<file path="src/rtl/cam_rgb444_capture.sv">
`default_nettype none
// ============================================================================
// Module : cam_rgb444_capture
// Brief  : RGB444 byte-pair capture into a row-major frame buffer; the optional
//          sticky line-length error output is enabled by CAM_LINE_CHECK_EN.
// Rev    : 1.0
// ============================================================================
module cam_rgb444_capture #(
  parameter int IMG_W = 160,
  parameter int IMG_H = 120,
  parameter int AW    = 15
) (
  input  logic          clk,
  input  logic          rst,
  input  logic          CAM_vsync,
  input  logic          CAM_href,
  input  logic [7:0]    CAM_px_data,
  output logic [AW-1:0] DP_RAM_addr_in,
  output logic [11:0]   DP_RAM_data_in,
  output logic          DP_RAM_regW,
  output logic          frame_done
`ifdef CAM_LINE_CHECK_EN
  ,
  output logic          line_err
`endif
);

  localparam int XW = $clog2(IMG_W + 1);
  localparam int YW = $clog2(IMG_H + 1);
  localparam logic [XW-1:0] c_IMG_W_X = XW'(IMG_W);
  localparam logic [YW-1:0] c_IMG_H_Y = YW'(IMG_H);
  localparam logic [AW-1:0] c_IMG_W_A = AW'(IMG_W);

  typedef enum logic [1:0] {
    S_IDLE    = 2'd0,
    S_VSYNC   = 2'd1,
    S_BYTE_HI = 2'd2,
    S_BYTE_LO = 2'd3
  } state_t;

  state_t        r_state, w_next;
  logic [XW-1:0] r_x;
  logic [YW-1:0] r_y;
  logic [AW-1:0] r_line_base;
  logic [3:0]    r_red;
  logic          r_line_active;
  logic          r_wrote_any;

  logic w_in_line, w_frame_end, w_byte, w_pix, w_line_end, w_in_win;

  assign w_in_line   = (r_state == S_BYTE_HI) || (r_state == S_BYTE_LO);
  assign w_frame_end = w_in_line && CAM_vsync;
  assign w_byte      = w_in_line && !CAM_vsync && CAM_href;
  assign w_pix       = (r_state == S_BYTE_LO) && w_byte;
  // href falling in BYTE_LO means an odd byte count; it still closes the line.
  assign w_line_end  = w_in_line && !CAM_vsync && !CAM_href &&
                       ((r_state == S_BYTE_LO) || r_line_active);
  assign w_in_win    = (r_x < c_IMG_W_X) && (r_y < c_IMG_H_Y);

  always_ff @(posedge clk or negedge rst) begin
    if (!rst) r_state <= S_IDLE;
    else      r_state <= w_next;
  end

  always_comb begin
    w_next = r_state;
    case (r_state)
      S_IDLE:    if (CAM_vsync) w_next = S_VSYNC;
      S_VSYNC:   if (!CAM_vsync) w_next = S_BYTE_HI;
      S_BYTE_HI: begin
        if (CAM_vsync)     w_next = S_VSYNC;
        else if (CAM_href) w_next = S_BYTE_LO;
      end
      S_BYTE_LO: w_next = CAM_vsync ? S_VSYNC : S_BYTE_HI;
      default:   w_next = S_IDLE;
    endcase
  end

  always_ff @(posedge clk or negedge rst) begin
    if (!rst) begin
      r_x            <= '0;
      r_y            <= '0;
      r_line_base    <= '0;
      r_red          <= '0;
      r_line_active  <= 1'b0;
      r_wrote_any    <= 1'b0;
      DP_RAM_addr_in <= '0;
      DP_RAM_data_in <= '0;
      DP_RAM_regW    <= 1'b0;
      frame_done     <= 1'b0;
    end else begin
      DP_RAM_regW <= 1'b0;
      frame_done  <= w_frame_end && r_wrote_any;
      if (r_state == S_VSYNC) begin
        r_x           <= '0;
        r_y           <= '0;
        r_line_base   <= '0;
        r_line_active <= 1'b0;
        r_wrote_any   <= 1'b0;
      end
      if ((r_state == S_BYTE_HI) && w_byte) begin
        r_red         <= CAM_px_data[3:0];
        r_line_active <= 1'b1;
      end
      if (w_pix) begin
        if (w_in_win) begin
          DP_RAM_data_in <= {r_red, CAM_px_data};
          DP_RAM_addr_in <= r_line_base + AW'(r_x);
          DP_RAM_regW    <= 1'b1;
          r_wrote_any    <= 1'b1;
        end
        if (r_x != c_IMG_W_X) r_x <= r_x + 1'b1;
      end
      // y and line_base stop at the frame height so the base never wraps.
      if (w_line_end) begin
        r_line_active <= 1'b0;
        r_x           <= '0;
        if (r_y != c_IMG_H_Y) begin
          r_y         <= r_y + 1'b1;
          r_line_base <= r_line_base + c_IMG_W_A;
        end
      end
    end
  end

`ifdef CAM_LINE_CHECK_EN
  localparam int BW = $clog2(2 * IMG_W + 2);
  localparam logic [BW-1:0] c_LINE_BYTES = BW'(2 * IMG_W);

  logic [BW-1:0] r_bcnt;

  // Counter saturates one past a full line so long lines stay distinguishable.
  always_ff @(posedge clk or negedge rst) begin
    if (!rst) begin
      r_bcnt   <= '0;
      line_err <= 1'b0;
    end else if (r_state == S_VSYNC) begin
      r_bcnt   <= '0;
      line_err <= 1'b0;
    end else if (w_line_end) begin
      r_bcnt <= '0;
      if (r_bcnt != c_LINE_BYTES) line_err <= 1'b1;
    end else if (w_byte && (r_bcnt != c_LINE_BYTES + 1'b1)) begin
      r_bcnt <= r_bcnt + 1'b1;
    end
  end
`endif

endmodule
`default_nettype wire
</file>
<file path="config.mk">
export PLATFORM = sky130hd
export DESIGN_NAME = cam_rgb444_capture
export DESIGN_NICKNAME = d
export VERILOG_FILES = /design/src/rtl/cam_rgb444_capture.sv
export SDC_FILE = /design/constraint.sdc
export NUM_CORES = 1
export LEC_CHECK = 0
export BUFFER_PORTS_ARGS = -buffer_cell sky130_fd_sc_hd__buf_4
export CORE_MARGIN = 10
export CORE_UTILIZATION = 58
export DETAILED_ROUTE_END_ITERATION = 10
export GPL_ROUTABILITY_DRIVEN = 0
export PLACE_DENSITY_LB_ADDON = 0.15
export SLEW_MARGIN = 10
export SYNTH_ARGS = -nofsm -noshare
export SYNTH_HDL_FRONTEND = slang
export SYNTH_SLANG_ARGS = --single-unit
</file>
<file path="constraint.sdc">
create_clock -name clk -period 2.5 [get_ports clk]
set_input_delay 0.25 -clock clk [delete_from_list [all_inputs] [get_ports clk]]
set_output_delay 0.25 -clock clk [all_outputs]
set_load 0.1 [all_outputs]
</file>
==> results of run 1 <==
[layout make-up]
type	count	area share (%)
clock buffers	11	3.608
multi-input cells	253	40.01
clock inverters	5	1.341
inverters	10	0.9579
well taps	72	2.299
flip-flops and latches	67	42.78
repair buffers	47	9.004
[flip-flops by register name, indices dropped and copies added, names as in the netlist]
signal	flops
r_state	2
r_x	8
DP_RAM_data_in	12
r_line_base	15
r_wrote_any	1
frame_done	1
r_line_active	1
DP_RAM_regW	1
r_red	4
r_y	7
DP_RAM_addr_in	15
[cells by family after synthesis]
logic type,count (synthesis)
xor gates and xnor gates,18
AOI/OAI and AO/OA,55
and+or+nand+nor,155
buffers and inverters,22
adders and majority gates,14
muxes,11
DFF,67
[through the flow]
step / power [mW] / setup slack, ns
2_1_floorplan: 1.835 / 0.2720
3_3_place_gp: 2.017 / 0.3805
3_5_place_dp: 2.028 / 0.3257
4_1_cts: 2.916 / 0.3153
5_1_grt: 3.005 / 0.1646
6_report: 2.884 / 0.3059
[metal layers]
metal	vias up	track usage, %	part of all wire, %
met5	-	0	0
met4	0	8.108	0.91
met3	4	4.047	5.3
met2	53	24.72	46
met1	1221	21.16	48
li1	1270	-	-
[path summary, 6_finish.rpt]
kind,end,slack (ns)
min in group clk,DP_RAM_data_in[6]$_DFFE_PN0P_,0.09
hold reg to reg,DP_RAM_data_in[10]$_DFFE_PN0P_,0.46
setup / recovery,DP_RAM_addr_in[12]$_DFFE_PN0P_,0.31
hold / removal,DP_RAM_data_in[7]$_DFFE_PN0P_,-0.01
setup reg to reg,DP_RAM_addr_in[12]$_DFFE_PN0P_,0.31
max in group asynchronous,r_y[5]$_DFF_PN0_,1.94
[power by group through the flow]
stage | Clock [mW] | Sequential, mW | Combinational [mW]
floorplan | 0 | 1.70 | 0.133
global placement | 0 | 1.25 | 0.769
detailed placement | 0 | 1.25 | 0.774
CTS | 0.907 | 1.23 | 0.776
global route | 0.954 | 1.24 | 0.807
finish | 0.883 | 1.23 | 0.769
[placed cells by master (no fill, tap or decap), types with 7 or more instances in the layout]
master    instances
dfrtp_1          67
nand2_1          67
buf_4            47
nor2_1           27
o21ai_0          21
nand3_1          16
a21oi_1          13
ha_1             13
xnor2_1          12
clkbuf_8         10
inv_1             9
nand4_1           7
==> impl_metrics.toml, run 1 <==
[sta]
rsz0062_at_grt = "no"
fin_crit_ns = 2.194
drv_slew = 0
fin_skew_ns = 0.009910
hold_viol = 5
period_share_pct = 87.77
maxSlewHeadroom_pct = 44.03
holdWs_ns = -0.01172
setup_tns_ns = 0
setup_viol = 0
worst_pin_slew_ns = 0.8395
max_freq_ghz = 0.4558

[power]
total_leakage_power_nw = 1.939
seq_power_share_pct = 42.7
clkPwrFrac_pct = 30.6
switching_share_pct = 36.92
vdd_ir_drop_max_uv = 593.7
intPower_mw = 1.819
switchingPower_mw = 1.065
combPwrFrac_pct = 26.7
power.density_nw_per_um2 = 735.9

[critical_path]
rr_startpoint = "r_x[0]$_DFF_PN0_"
critPathCaptureType = "flip-flop"
cp_slowest_cell = "dfrtp_1"
path_cells = "ha_1 -> fa_1 -> a21o_1 -> a221oi_1 -> buf_4 -> a21oi_1 -> xnor2_1 -> o21ai_0"
cp_max_fo = 6
r2r_cells = 8
crit_type = "reg2reg"
crit_family = "compound AO/OA/AOI/OAI gates"
critPathArrivalTime_ns = 2.45
slowest_delay_ns = 0.44
critPathLaunch = "r_x[0]$_DFF_PN0_"
critPathLaunchType = "flip-flop"
crit_cells = 8
cp_num_buf_inv = 1
worst-endpoint-required_ns = 2.76

[synth]
synthXorXnorAreaFrac_pct = 4.723
synth_nets = 368
yosys_warnings = 0
syn_area_um2 = 3338
synth_largest_area_cell = "dfrtp_1"
synth_seq_cells = 67
synth.area.mux_share_pct = 3.673
yosys.area_share.simple_pct = 22.45
syn_avg_cell_area_um2 = 9.761
yosys-top-cells-area = "dfrtp_1 (50%), nand2_1 (7.5%), ha_1 (4.9%)"
ys_seq_area_share_pct = 50.22
synth_compound_area_share_pct = 10.64
synth_edf_count = 0
ys.flop_type = "dfrtp_1"
synth_top_family_by_area = "simple AND/OR/NAND/NOR gates"
yosysUniqueCellTypes = 56
async_flop_share_pct = 100.0
synth_commonest_cells = "dfrtp_1 (67), nand2_1 (67), nor2_1 (27)"
synthCells = 342
synth_top_area_share_pct = 50.22
synth-adder-area-share_pct = 5.472

[floorplanning]
core_area_um2 = 5540
io_pins = 41
die_h_um = 95.87
die_x_um = 95.87
start_util_pct = 60.25
dieArea_um2 = 9190
rows = 27

[global_route]
grt_usage_pct = 16.25
antenna_found_initial = 0
grt_pass1_vias = 2470
grt-ovfl-total = 0
grt_start_max_net_pins = 68
grt_pass1_wl_um = 11790

[clock_tree]
cts_max_level = 3
clockBufferDepth = 2
cts_setup_buffers = 0
tritoncts.num_buffers = 9
clk_pin_slew_worst_paths_ns = 0.08
cts-root-buf = "clkbuf_8"
cts_num_sinks = 67
post_cts_resized = 0
clock_latency_ns = 0.34
cts_tree = "yes"
hold_buffers = 0

[routing]
drc = 0
wirelength_um = 6948
ant_nets = 0
first_pass_iters = 4
vias_per_cell = 5.480
post_drt_wl_per_cell_um = 14.94
drtIter0Drc = 129
num_vias = 2548

[final_layout]
areaGrowthSynthToFinish_pct = 17.39
multiInputGateArea_um2 = 1568
regArea_um2 = 1677
stdcell_area_um2 = 3919
drive_gt1_share_pct = 21.12
finish.net_count = 414
final_util_pct = 70.73
final_cells = 465
diodes = 0
fill_cells = 459

[outcome]
violations = "hold timing"
status = "finished, violations left"

[hold_path]
hp-class = "in2async"

[placement]
portBuffers = 40
placedCellCount = 449
dpl_cell_area_um2 = 3725
place_hpwl_um = 4940

[run]
cap_violations = 0
(Power assumes the default switching activity.)
==> inputs of run 2 (changes only) <==
--- a/config.mk
+++ b/config.mk
@@ -11,6 +11,7 @@
 export DETAILED_ROUTE_END_ITERATION = 10
 export GPL_ROUTABILITY_DRIVEN = 0
 export PLACE_DENSITY_LB_ADDON = 0.15
+export RECOVER_POWER = 50
 export SLEW_MARGIN = 10
 export SYNTH_ARGS = -nofsm -noshare
 export SYNTH_HDL_FRONTEND = slang
==> run 2 against run 1 <==
The run ends with capacitance limit, slew limit left. Critical path depth did not move. Cell area down 0.73%. Core utilization down 0.52 points. Count of clock-buffer cells in the layout unchanged. Clock power up 0.6%. Flip-flop and latch count stayed put. Critical path type unchanged. Critical endpoint unchanged. Largest power group unchanged.
==> impl_metrics.toml, run 2 (same netlist as run 1, synthesis figures left out) <==
[power]
vdd_ir_drop_max_uv = 593.6
power.density_nw_per_um2 = 740.3
total_leakage_power_nw = 1.909

[sta]
hold_viol = 0
fin_crit_ns = 2.190
max_freq_ghz = 0.4566
fin_skew_ns = 0.009829
setup_tns_ns = 0
period_share_pct = 87.61
drv_slew = 68
maxSlewHeadroom_pct = -9.910
rsz0062_at_grt = "no"
worst_pin_slew_ns = 1.649
finalWorstSetupSlack_ns = 0.3099
setup_viol = 0

[global_route]
grt_pass1_vias = 2470
grtUsageMet3_pct = 4.047
grt_start_max_net_pins = 68
grt_pass1_wl_um = 11790
antenna_found_initial = 0
grt-ovfl-total = 0
met1_usage_pct = 21.16
grt.busiest_layer = "met2"
grt_usage_pct = 16.25
use_met2_pct = 24.72

[final_layout]
diodes = 0
most-common-layout-cells = "dfrtp_1 (67), nand2_1 (67), buf_4 (40), nor2_1 (27), o21ai_0 (21)"
fill_cells = 462
reg_top3 = "DP_RAM_addr_in (15), r_line_base (15), DP_RAM_data_in (12)"
regArea_um2 = 1677
areaGrowthSynthToFinish_pct = 16.53
multiInputGateArea_um2 = 1564
finish.net_count = 414
final_cells = 465
drive_gt1_share_pct = 19.34

[routing]
drtIter0Drc = 107
drc = 0
post_drt_wl_per_cell_um = 15.03
first_pass_iters = 4
ant_nets = 0
vias_per_cell = 5.523
num_vias = 2568
wirelength_um = 6991

[floorplanning]
rows = 27
io_pins = 41
dieArea_um2 = 9190
die_x_um = 95.87
core_area_um2 = 5540
die_h_um = 95.87
start_util_pct = 60.25

[critical_path]
cp_max_fo = 6
crit_type = "reg2reg"
critPathLaunchType = "flip-flop"
critPathArrivalTime_ns = 2.45
critPathCaptureType = "flip-flop"
worst-endpoint-required_ns = 2.76

[clock_tree]
tritoncts.num_buffers = 9
clock_latency_ns = 0.35
clockBufferDepth = 2
hold_buffers = 0
cts_setup_buffers = 0
post_cts_resized = 0
cts_num_sinks = 67
cts_tree = "yes"
cts-root-buf = "clkbuf_8"
clk_pin_slew_worst_paths_ns = 0.08
cts_max_level = 3

[placement]
portBuffers = 40
placedCellCount = 449
place_hpwl_um = 4940
preCtsSetupSlack_ns = 0.3257

[run]
cap_violations = 1

[outcome]
status = "finished, violations left"
violations = "capacitance limit, slew limit"

[hold_path]
hp-class = "in2reg"
==> run 2: area by class of cell <==
cell class | count | area share, %
clock buffers | 11 | 3.635
clock inverters | 5 | 1.351
inverters | 10 | 0.9649
multi-input cells | 253 | 40.21
flip-flops and latches | 67 | 43.10
well taps | 72 | 2.316
repair buffers | 47 | 8.427
==> run 2: critical path, cell delays in order (launching register included) <==
cell and delay, ns:
dfrtp_1 0.44, ha_1 0.25, fa_1 0.40, a21o_1 0.21, a221oi_1 0.25, buf_4 0.19
a21oi_1 0.07, xnor2_1 0.13, o21ai_0 0.15
==> run 2: power by group <==
group          switching (mW)  internal [mW]  total [mW]  leakage, nW
clock                   0.405          0.482       0.888       0.0991
sequential             0.0559           1.18        1.23        0.904
combinational           0.608          0.152       0.760        0.907
==> run 2: worst paths after layout <==
kind | cells past startpoint | to | slack [ns] | start
max | 8 | DP_RAM_addr_in[12]$_DFFE_PN0P_ | 0.31 | r_x[0]$_DFF_PN0_
min | 3 | DP_RAM_data_in[6]$_DFFE_PN0P_ | 0.08 | CAM_px_data[6]
max reg2reg | 8 | DP_RAM_addr_in[12]$_DFFE_PN0P_ | 0.31 | r_x[0]$_DFF_PN0_
min reg2reg | 2 | DP_RAM_data_in[10]$_DFFE_PN0P_ | 0.46 | r_red[2]$_DFFE_PN0P_
max in group asynchronous | 1 | DP_RAM_addr_in[8]$_DFFE_PN0P_ | 1.19 | rst
min in group asynchronous | 1 | DP_RAM_regW$_DFF_PN0_ | 0.30 | rst
==> run 2: through the flow <==
stage | power [mW] | cell area [um2] | util [%] | hold slack, ns
floorplan | 1.835 | 3338 | - | -0.04559
global placement | 2.017 | 3725 | 67.23 | 0.4050
detailed placement | 2.028 | 3725 | 67.23 | 0.4078
CTS | 2.916 | 3919 | 70.73 | 0.02765
global route | 2.996 | 3890 | 70.21 | 0.08477
finish | 2.880 | 3890 | 70.21 | 0.08335
==> run 2: per-layer routing <==
layer,vias up,wire length (um)
met4,0,121
met3,10,348
met2,52,3152
met1,1228,3369
met5,-,0
li1,1278,-
